[src/rtl/amt_multi_commit_pkg.sv]
`default_nettype none
// ============================================================================
// Module      : amt_multi_commit_pkg
// Description : Shared configuration, types and helpers for the architectural
//               map table (AMT). Geometry is set by the AMT_* localparams.
//               Optional feature macro: AMT_ZERO_REG_EN (arch reg 0 = tag 0).
// Revision    : 1.0 - initial release
// ============================================================================
package amt_multi_commit_pkg;

  localparam int AMT_C            = 2;   // commit channels per cycle
  localparam int AMT_ARCH_REG_NUM = 32;  // architectural registers
  localparam int AMT_PHY_REG_NUM  = 64;  // physical registers
  localparam int AMT_RESTORE_W    = 8;   // entries per restore beat

  localparam int TAG_W     = $clog2(AMT_PHY_REG_NUM);
  localparam int AIDX_W    = $clog2(AMT_ARCH_REG_NUM);
  localparam int AMT_BEATS = AMT_ARCH_REG_NUM / AMT_RESTORE_W;
  localparam int BEAT_W    = (AMT_BEATS > 1) ? $clog2(AMT_BEATS) : 1;

  typedef struct packed {
    logic              wr_en;
    logic [AIDX_W-1:0] arch_reg;
    logic [TAG_W-1:0]  phy_reg;
  } rob_amt_t;

  typedef struct packed {
    logic             valid;
    logic [TAG_W-1:0] phy_reg;
  } amt_fl_t;

  typedef enum logic [0:0] {
    AMT_IDLE    = 1'b0,
    AMT_RESTORE = 1'b1
  } amt_state_e;

  // Only meaningful when ARCH_REG_NUM is not a power of two.
  function automatic logic arch_in_range(input logic [AIDX_W-1:0] a);
    return (int'(a) < AMT_ARCH_REG_NUM);
  endfunction

endpackage
`default_nettype wire

[src/rtl/amt_multi_commit_if.sv]
`default_nettype none
// ============================================================================
// Module      : amt_multi_commit_if
// Description : Bundle of retire, freelist and restore signals of the AMT.
//               slave  : AMT side (consumes retire/rollback, drives the rest)
//               master : ROB/rename side
// Revision    : 1.0 - initial release
// ============================================================================
interface amt_multi_commit_if;
  import amt_multi_commit_pkg::*;

  rob_amt_t          rob_amt_i       [AMT_C];
  logic              rollback_i;
  logic [TAG_W-1:0]  amt_o           [AMT_ARCH_REG_NUM];
  amt_fl_t           fl_o            [AMT_C];
  logic              restore_valid_o;
  logic [AIDX_W-1:0] restore_base_o;
  logic [TAG_W-1:0]  restore_tag_o   [AMT_RESTORE_W];
  logic              restore_done_o;
  logic              busy_o;

  modport slave (
    input  rob_amt_i, rollback_i,
    output amt_o, fl_o, restore_valid_o, restore_base_o, restore_tag_o,
           restore_done_o, busy_o
  );

  modport master (
    output rob_amt_i, rollback_i,
    input  amt_o, fl_o, restore_valid_o, restore_base_o, restore_tag_o,
           restore_done_o, busy_o
  );
endinterface
`default_nettype wire

[src/rtl/amt_multi_commit_restore_fsm.sv]
`default_nettype none
// ============================================================================
// Module      : amt_restore_fsm
// Description : Rollback restore sequencer. Walks beat index 0..AMT_BEATS-1,
//               restarts on a new rollback, pulses done on the final beat of
//               an uninterrupted pass.
// Ports       : clk_i, rst_n_i (async, active low), i_rollback,
//               o_busy, o_valid, o_done, o_beat
// Revision    : 1.0 - initial release
// ============================================================================
module amt_restore_fsm
  import amt_multi_commit_pkg::*;
(
  input  logic              clk_i,
  input  logic              rst_n_i,
  input  logic              i_rollback,
  output logic              o_busy,
  output logic              o_valid,
  output logic              o_done,
  output logic [BEAT_W-1:0] o_beat
);

  amt_state_e        r_state, w_state_nxt;
  logic [BEAT_W-1:0] r_beat,  w_beat_nxt;
  logic              w_last;

  assign w_last = (r_beat == BEAT_W'(AMT_BEATS - 1));
  assign o_beat = r_beat;

  always_ff @(posedge clk_i or negedge rst_n_i) begin
    if (!rst_n_i) begin
      r_state <= AMT_IDLE;
      r_beat  <= '0;
    end else begin
      r_state <= w_state_nxt;
      r_beat  <= w_beat_nxt;
    end
  end

  always_comb begin
    w_state_nxt = r_state;
    w_beat_nxt  = r_beat;
    o_busy      = 1'b0;
    o_valid     = 1'b0;
    o_done      = 1'b0;
    case (r_state)
      AMT_IDLE: begin
        if (i_rollback) begin
          w_state_nxt = AMT_RESTORE;
          w_beat_nxt  = '0;
        end
      end
      AMT_RESTORE: begin
        o_busy  = 1'b1;
        o_valid = 1'b1;
        if (i_rollback) begin
          // Restart: this pass is abandoned, so no done pulse for it.
          w_beat_nxt = '0;
        end else if (w_last) begin
          o_done      = 1'b1;
          w_state_nxt = AMT_IDLE;
          w_beat_nxt  = '0;
        end else begin
          w_beat_nxt = r_beat + 1'b1;
        end
      end
      default: begin
        w_state_nxt = AMT_IDLE;
        w_beat_nxt  = '0;
      end
    endcase
  end

endmodule
`default_nettype wire

[src/rtl/amt_multi_commit.sv]
`default_nettype none
// ============================================================================
// Module      : amt_multi_commit
// Description : Multi-commit architectural map table. Retire writes update
//               arch->phys mappings, displaced tags go to the freelist, and a
//               rollback streams the committed map out in beats.
//               Optional macro AMT_ZERO_REG_EN: arch reg 0 hardwired to tag 0.
// Ports       : clk_i, rst_n_i (async, active low), bus (amt_multi_commit_if
//               slave: rob_amt_i, rollback_i, amt_o, fl_o, restore_*, busy_o)
// Revision    : 1.0 - initial release
// ============================================================================
module amt_multi_commit
  import amt_multi_commit_pkg::*;
(
  input  logic         clk_i,
  input  logic         rst_n_i,
  amt_multi_commit_if.slave bus
);

  generate
    if (AMT_ARCH_REG_NUM % AMT_RESTORE_W != 0) begin : g_cfg_chk
      $error("ARCH_REG_NUM must be a multiple of RESTORE_W");
    end
  endgenerate

  logic [TAG_W-1:0]  r_amt     [AMT_ARCH_REG_NUM];
  logic [TAG_W-1:0]  w_amt_nxt [AMT_ARCH_REG_NUM];
  amt_fl_t           r_fl      [AMT_C];
  amt_fl_t           w_fl_nxt  [AMT_C];
  logic [AMT_C-1:0]  w_wr_ok;
  logic [AMT_C-1:0]  w_wr_req;
  logic              w_busy;
  logic              w_valid;
  logic              w_done;
  logic [BEAT_W-1:0] w_beat;
  logic [AIDX_W-1:0] w_base;

  amt_restore_fsm u_restore_fsm (
    .clk_i      (clk_i),
    .rst_n_i    (rst_n_i),
    .i_rollback (bus.rollback_i),
    .o_busy     (w_busy),
    .o_valid    (w_valid),
    .o_done     (w_done),
    .o_beat     (w_beat)
  );

  // A channel writes only outside restore, in range, and (optionally) not r0.
  always_comb begin
    for (int k = 0; k < AMT_C; k++) begin
      w_wr_req[k] = bus.rob_amt_i[k].wr_en;
      w_wr_ok[k]  = bus.rob_amt_i[k].wr_en && !w_busy &&
                    arch_in_range(bus.rob_amt_i[k].arch_reg);
`ifdef AMT_ZERO_REG_EN
      if (bus.rob_amt_i[k].arch_reg == '0) w_wr_ok[k] = 1'b0;
`endif
    end
  end

  // Displaced tag: the nearest lower channel hitting the same entry supplies
  // it, otherwise the pre-commit table value. Ascending write order lets the
  // highest channel own the entry.
  always_comb begin
    w_amt_nxt = r_amt;
    for (int k = 0; k < AMT_C; k++) begin
      w_fl_nxt[k].valid   = w_wr_ok[k];
      w_fl_nxt[k].phy_reg = w_wr_ok[k] ? r_amt[bus.rob_amt_i[k].arch_reg] : '0;
      for (int j = 0; j < k; j++) begin
        if (w_wr_ok[j] && w_wr_ok[k] &&
            (bus.rob_amt_i[j].arch_reg == bus.rob_amt_i[k].arch_reg)) begin
          w_fl_nxt[k].phy_reg = bus.rob_amt_i[j].phy_reg;
        end
      end
    end
    for (int k = 0; k < AMT_C; k++) begin
      if (w_wr_ok[k]) w_amt_nxt[bus.rob_amt_i[k].arch_reg] = bus.rob_amt_i[k].phy_reg;
    end
  end

  always_ff @(posedge clk_i or negedge rst_n_i) begin
    if (!rst_n_i) begin
      for (int i = 0; i < AMT_ARCH_REG_NUM; i++) r_amt[i] <= TAG_W'(i);
      for (int k = 0; k < AMT_C; k++) r_fl[k] <= '0;
    end else begin
      r_amt <= w_amt_nxt;
      r_fl  <= w_fl_nxt;
    end
  end

  assign w_base              = AIDX_W'(int'(w_beat) * AMT_RESTORE_W);
  assign bus.amt_o           = r_amt;
  assign bus.fl_o            = r_fl;
  assign bus.restore_valid_o = w_valid;
  assign bus.restore_base_o  = w_base;
  assign bus.restore_done_o  = w_done;
  assign bus.busy_o          = w_busy;

  // Restore tags are read live from the table for the current beat window.
  generate
    for (genvar r = 0; r < AMT_RESTORE_W; r++) begin : g_tag
      assign bus.restore_tag_o[r] = w_valid ? r_amt[w_base + AIDX_W'(r)] : '0;
    end
  endgenerate

`ifndef SYNTHESIS
  a_no_commit_in_restore: assert property (
    @(posedge clk_i) disable iff (!rst_n_i) !(w_busy && |w_wr_req))
    else $warning("amt_multi_commit: retire write during restore ignored");
`endif

endmodule
`default_nettype wire

[src/flat_wrapper.sv]
// flat-port wrapper written by rule: the top's interface ports become plain ports
module amt_multi_commit_flat import amt_multi_commit_pkg::*;
  (clk_i, rst_n_i, bus_rob_amt_i, bus_rollback_i, bus_amt_o, bus_fl_o, bus_restore_valid_o, bus_restore_base_o, bus_restore_tag_o, bus_restore_done_o, bus_busy_o);
  amt_multi_commit_if bus_i ();
  input  logic clk_i;
  input  logic rst_n_i;
  input wire logic [$bits(bus_i.rob_amt_i)-1:0] bus_rob_amt_i;
  input wire logic [$bits(bus_i.rollback_i)-1:0] bus_rollback_i;
  output wire logic [$bits(bus_i.amt_o)-1:0] bus_amt_o;
  output wire logic [$bits(bus_i.fl_o)-1:0] bus_fl_o;
  output wire logic [$bits(bus_i.restore_valid_o)-1:0] bus_restore_valid_o;
  output wire logic [$bits(bus_i.restore_base_o)-1:0] bus_restore_base_o;
  output wire logic [$bits(bus_i.restore_tag_o)-1:0] bus_restore_tag_o;
  output wire logic [$bits(bus_i.restore_done_o)-1:0] bus_restore_done_o;
  output wire logic [$bits(bus_i.busy_o)-1:0] bus_busy_o;
  assign bus_i.rob_amt_i = {>>{bus_rob_amt_i}};
  assign bus_i.rollback_i = bus_rollback_i;
  assign bus_amt_o = {>>{bus_i.amt_o}};
  assign bus_fl_o = {>>{bus_i.fl_o}};
  assign bus_restore_valid_o = bus_i.restore_valid_o;
  assign bus_restore_base_o = bus_i.restore_base_o;
  assign bus_restore_tag_o = {>>{bus_i.restore_tag_o}};
  assign bus_restore_done_o = bus_i.restore_done_o;
  assign bus_busy_o = bus_i.busy_o;
  amt_multi_commit u_core (.clk_i(clk_i), .rst_n_i(rst_n_i), .bus(bus_i));
endmodule
[config.mk]
export PLATFORM = sky130hd
export DESIGN_NAME = amt_multi_commit_flat
export DESIGN_NICKNAME = d
export VERILOG_FILES = /design/src/rtl/amt_multi_commit_pkg.sv /design/src/rtl/amt_multi_commit_if.sv /design/src/rtl/amt_multi_commit_restore_fsm.sv /design/src/rtl/amt_multi_commit.sv /design/src/flat_wrapper.sv
export SDC_FILE = /design/constraint.sdc
export NUM_CORES = 1
export LEC_CHECK = 0
export BUFFER_PORTS_ARGS = -buffer_cell sky130_fd_sc_hd__buf_2
export CAP_MARGIN = 10
export CORE_MARGIN = 1
export CORE_UTILIZATION = 48
export CTS_BUF_LIST = sky130_fd_sc_hd__clkbuf_8
export DETAILED_ROUTE_END_ITERATION = 8
export GPL_TIMING_DRIVEN = 0
export PLACE_DENSITY = 0.76
export SYNTH_ARGS = -nofsm -noshare
export SYNTH_HDL_FRONTEND = slang
export SYNTH_HIERARCHICAL = 1
export SYNTH_SLANG_ARGS = --single-unit
[constraint.sdc]
create_clock -name clk_i -period 3.44 [get_ports clk_i]
set_input_delay 0 -clock clk_i [delete_from_list [all_inputs] [get_ports clk_i]]
set_output_delay 0 -clock clk_i [all_outputs]
set_load 0.01 [all_outputs]
Word level (Yosys, flattened, before mapping)
Index checks and enable logic that the tools add are counted.
{"block": "word_totals", "ff_bits": 209}
{"block": "op_classes", "n_reduce_logical": 7, "addsub": 8, "muxes": 61, "n_eq_ne": 3, "n_lt_le_gt_ge": 12, "n_bitwise": 11}
{"operator": "bitwise mux 192 bit", "count": 2}
{"operator": "two-way mux 192 bit", "count": 2}
{"operator": "binary-select mux 6 bit (select 5 bit)", "count": 10}
{"operator": "two-way mux 6 bit", "count": 33}
{"operator": "demux 6 bit (select 5 bit)", "count": 2}
{"operator": "greater-or-equal comparator 6 bit, second input constant", "count": 10}
{"operator": "NOT 5 -> 6 bit", "count": 10}
{"operator": "adder 5 x 3 -> 5 bit, second input constant", "count": 4}
{"operator": "less-than comparator 6 x 1 -> 1 bit, second input constant", "count": 2}
{"operator": "adder 5 x 2 -> 5 bit, second input constant", "count": 2}
{"operator": "two-way mux 1 bit", "count": 7}
{"operator": "logical AND 1 bit", "count": 6}
{"operator": "two-way mux 2 bit", "count": 3}
{"operator": "adder 5 x 1 -> 5 bit, second input constant", "count": 1}
{"operator": "== test 5 bit", "count": 1}
{"operator": "case mux 2 bit (2 select lines)", "count": 1}
{"operator": "adder 2 x 1 -> 2 bit, second input constant", "count": 1}
{"operator": "== test 2 bit, second input constant", "count": 1}
{"operator": "inequality test 2 bit, second input constant", "count": 1}
{"operator": "case mux 1 bit (2 select lines)", "count": 1}
{"operator": "zero test 1 bit", "count": 1}
{"operator": "NOT 1 bit", "count": 1}

Logic depth before layout (Yosys ltp)
{"block": "logic_depth", "word_depth": 9, "ltp_mapped": 8, "ltp_nobuf": 6}

Hierarchy
The synthesis kept the hierarchy.
{"module": "amt_multi_commit", "instances": 1, "seq_area_each_um2": 5255.0, "area_each_um2": 14606.5, "cells_each": 1394}
{"module": "amt_restore_fsm", "instances": 1, "seq_area_each_um2": 75.1, "area_each_um2": 146.4, "cells_each": 14}

Worst setup path before layout
Ideal clock, no wire load.
{"block": "synth_timing", "path_kind": "register -> register", "from": "register u_core.u_restore_fsm.r_state", "to": "register u_core.r_amt, in the netlist u_core/bus.amt_o[170]", "arrival_ps": 1675, "stages_incl_launch_ff": 8, "synth_period_minus_slack_ps": 1797, "setup_slack_ps": 1643, "cell_sequence": "dfrtp_1 -> nand2b_1 -> buf_6 -> inv_2 -> nand3_4 -> nor4_4 -> mux2i_1 -> o21ai_2"}
{"element": "start: declaration", "line": "amt_multi_commit_restore_fsm.sv:23", "rtl": "amt_state_e r_state, w_state_nxt;"}
{"element": "start signal: assignment", "line": "amt_multi_commit_restore_fsm.sv:35", "rtl": "r_state <= w_state_nxt;"}
{"element": "end signal: assignment", "line": "amt_multi_commit.sv:85", "rtl": "r_amt <= w_amt_nxt;"}
{"element": "end: declaration", "line": "amt_multi_commit.sv:26", "rtl": "logic [TAG_W-1:0] r_amt [AMT_ARCH_REG_NUM];"}

==> flow_results.org <==
** Clocking
- CTS placed an instance of clkbuf_8 at the clock tree root.
- CTS Buf Count :: 37
- Clock tree from TritonCTS :: done
- H-Tree Depth :: 2
- The clock drives 209 sinks.
- Clock transition at the register clock pins on the worst setup and hold paths after CTS :: 0.06 ns
- The later pin in the worst-skew pair is clocked with a latency of 0.57 ns.
- Maximum buffer depth of the clock tree :: 3
- Buffers added to address setup during post-CTS repair amount to 0.

** Cells and area
- Fill cells in the final layout number 2542.
- Share of layout cells above drive strength 1 :: 35.4%
- Post-Route Utilization :: 58.9%
- Total number of nets in the final design :: 1770
- Area growth from synthesis to final layout :: 19.6%

** Pwr
- The share of total power dissipated in the clock network is 26.6%.
- Summed over all cells, the static leakage comes to 8.83 nW.
- The share of total power dissipated in combinational logic is 31.9%.
- The completed layout was analyzed and its total power is 9.51 mW.
- Net switching power :: 3.83 mW
- P per Cell Area :: 539 mW/mm^2
- Sequential cells account for 41.6% of the total power.
- Net switching is 40.3% of the power.
- Highest ir drop seen on vdd :: 456 uV
- Int Pwr :: 5.68 mW

** STA
- Least-Margin Pin Slew :: 1.47 ns
- The tightest hold path in the finished design has a slack of 0.00383 ns.
- Setup violations remaining at the end of the flow were counted as 0.
- The final number of max-transition violations came to 0.
- Across all setup checks in the final design, the least slack found is 0.516 ns.
- Setup TNS Final :: 0 ns
- Setup repair after global routing left no endpoint under its margin.
- Final period demand of the worst path :: 2.92 ns
- Measured against its own limit, the worst slew margin works out to 2.30%.
- The final number of hold-violating endpoints came to 0.
- The clock arrives with 0.0328 ns of skew.
- The final critical path takes up 85.0% of the cycle.
- For this run, the top clock speed supported by timing is 342 MHz.

** Worst setup path
- Series of cell instances along the critical path :: nand2b_1, inv_1, nand3b_1, nor2_1, clkbuf_1, o21ai_0
- Req. time, crit path :: 3.84 ns
- Nature of the critical path endpoint :: register
- Worst path max stage delay :: 0.50 ns
- Class of the most critical setup path :: reg -> reg
- Standard cell with the maximum stage delay on the critical path :: dfrtp_1
- Category of the worst setup path launch point :: register
- Of all nets on the critical path, the largest fanout is 10.
- At the worst endpoint, the arrival time is 3.32 ns.

** Detailed routing
- After detailed routing, the average wire length per cell comes to 37.0 um.
- Via count :: 15100
- DRC marker count from the first detailed-route iteration :: 2080
- Vias per cell :: 6.97
- In this run the remaining antenna-violating nets after routing total 0.
- Sum of routed wire length over all layers :: 80000 um
- In the routed design, unresolved DRC markers number 0.
- Length of the first detailed-routing pass in iterations :: 7

** Logic synthesis
- Cell Area, Synth :: 0.0148 mm^2
- Number of synthesized flops with an enable pin :: 0
- Post-synthesis area per instance :: 10.5 um^2
- Part of the Yosys area used for sequential elements :: 36.1%
- Most frequent cell after synthesis :: mux2i_1
- Cell type with the highest aggregate area in the netlist :: dfrtp_1
- Synthesis handed over a netlist of 1408 instances.
- Register bit total from synthesis :: 209
- During synthesis, Yosys emitted a total of 6 warnings.
- Post-synth ARST share :: 100%
- Summed over its instances, the top area cell type makes up 21.9% of the synthesized netlist area.
- For this run, the leading register cell type out of synthesis is dfrtp_1.
- After synthesis, the netlist uses 56 different library cells.
- Cells taking the most area after synthesis :: dfrtp_1, mux2i_1, dfstp_2
- The commonest cells after synthesis are mux2i_1, dfrtp_1, nand2_1.

** Global routing
- GR Overflow Total :: 0
- The first global-routing pass estimated 108000 um of wire.
- The number of global-route vias before repair is 14200.
- In the global route stage, overall resource usage came out at 50.4%.
- Entering global routing, the biggest net connects 121 pins.
- The number of antenna violations at the first check in global routing was 4.

** Floorplanning
- Area of the die :: 0.0314 mm^2
- Core area :: 0.0300 mm^2
- Die height :: 177 um
- Starting Density :: 49.3%
- The initialized floorplan defines 63 standard-cell rows.
- Die span in x :: 177 um
- Count of pins on the block boundary :: 289

** Place
- Number of buffer cells added on primary ports :: 275
- Detailed placement finished with a half-perimeter wire length of 59600 um.
- Worst Setup Slack post-DPL :: 0.748 ns
- Final RePlAce weighted congestion :: 1.07

** Min path
- Hold crit path type :: in -> async

** Run status
- Run status :: completed

** Job
- The tool flagged a number of max-cap violations equal to 0.
-- path summary, 6_finish.rpt --
path | start | end | slack [ns] | cells after the start
worst max-delay path | u_core/u_restore_fsm/r_state$_DFF_PN0_ | u_core/bus.amt_o[155]$_DFF_PN0_ | 0.52 | 6
worst min-delay path | rst_n_i | u_core/bus.amt_o[57]$_DFF_PN0_ | 0.004 | 2
worst max register to register | u_core/u_restore_fsm/r_state$_DFF_PN0_ | u_core/bus.amt_o[155]$_DFF_PN0_ | 0.52 | 6
worst min register to register | u_core/bus.amt_o[98]$_DFF_PN1_ | u_core/bus.amt_o[98]$_DFF_PN1_ | 0.59 | 2
max in group asynchronous | rst_n_i | u_core/bus.amt_o[122]$_DFF_PN0_ | 2.38 | 3
min in group clk_i | bus_rob_amt_i[20] | u_core/bus.amt_o[168]$_DFF_PN1_ | 0.14 | 5
-- what timing repair did --
item,CTS,global route
endpoints found under the hold margin,124,0
gates resized for setup,0,0
hold buffers,16,0
-- power groups by stage --
stage | logic [mW] | registers (mW) | clock network, mW
3_3_place_gp | 2.88 | 3.90 | 0
2_1_floorplan | 1.56 | 3.57 | 0
3_5_place_dp | 2.92 | 3.90 | 0
4_1_cts | 2.94 | 3.87 | 2.54
6_report | 3.03 | 3.95 | 2.53
5_1_grt | 3.14 | 3.93 | 2.65
-- kinds of logic (layout without fill, tap and decap cells) --
family,count (synthesis),after routing,share of synthesized area [%]
DFF,209,209,36.1
AOI/OAI and AO/OA,278,278,10.8
and+or+nand+nor,381,381,13.1
buffers and inverters,148,509,5.20
xor gates and xnor gates,5,5,0.297
other,1,6,0.0254
adders and majority gates,1,1,0.0848
muxes,385,385,34.4
-- layout by cell type (no fill, tap or decap), types with 50 or more instances in the layout --
master    instances
clkbuf_8         50
mux2i_1         289
clkbuf_1         65
a21oi_1          96
dfstp_2          80
nor2_1          120
nand2_1         123
buf_2           325
dfrtp_1         129
mux4_2           90
o21ai_0          78
-- layer usage --
layer,global-route usage (%),share of wire [%],vias up
met1,63.8,36,7459
met4,29.5,6.7,6
met5,0,0.050,-
met3,18.1,14,305
met2,74.1,43,1422
li1,-,-,5882
-- critical path: cells and delay by family (launching register included) --
family	cells	cell delay [ns]
simple gates	3	1.40
buf+inv	2	0.69
flops	1	0.50
compound gates	1	0.18
-- area by class of cell --
| type | count | area [um^2] | area share (%) |
|---|---|---|---|
| multi-input combinational | 1053 | 8660 | 49.1 |
| tap | 390 | 488 | 2.76 |
| clock inverter | 18 | 115 | 0.652 |
| buffer | 145 | 756 | 4.28 |
| clock buffer | 50 | 688 | 3.90 |
| antenna | 3 | 7.51 | 0.0425 |
| inverter | 3 | 11.3 | 0.0638 |
| timing repair buffer | 293 | 1590 | 9.00 |
| sequential | 209 | 5330 | 30.2 |
-- per-stage QoR --
stage,cells,cell area (um^2)
floorplan,1410,14800
detailed placement,2076,16700
finish,2164,17600
global placement,2075,16600
global route,2161,17600
CTS,2160,17600
-- flip-flops by register name, summed over array words and instances (netlist names) --
signal	count
u_core/bus.amt_o	192
u_core/u_restore_fsm/r_state	1
u_core/u_restore_fsm/o_beat	2
u_core/bus.fl_o	14
No activity file was read; power rests on OpenSTA's default activity.
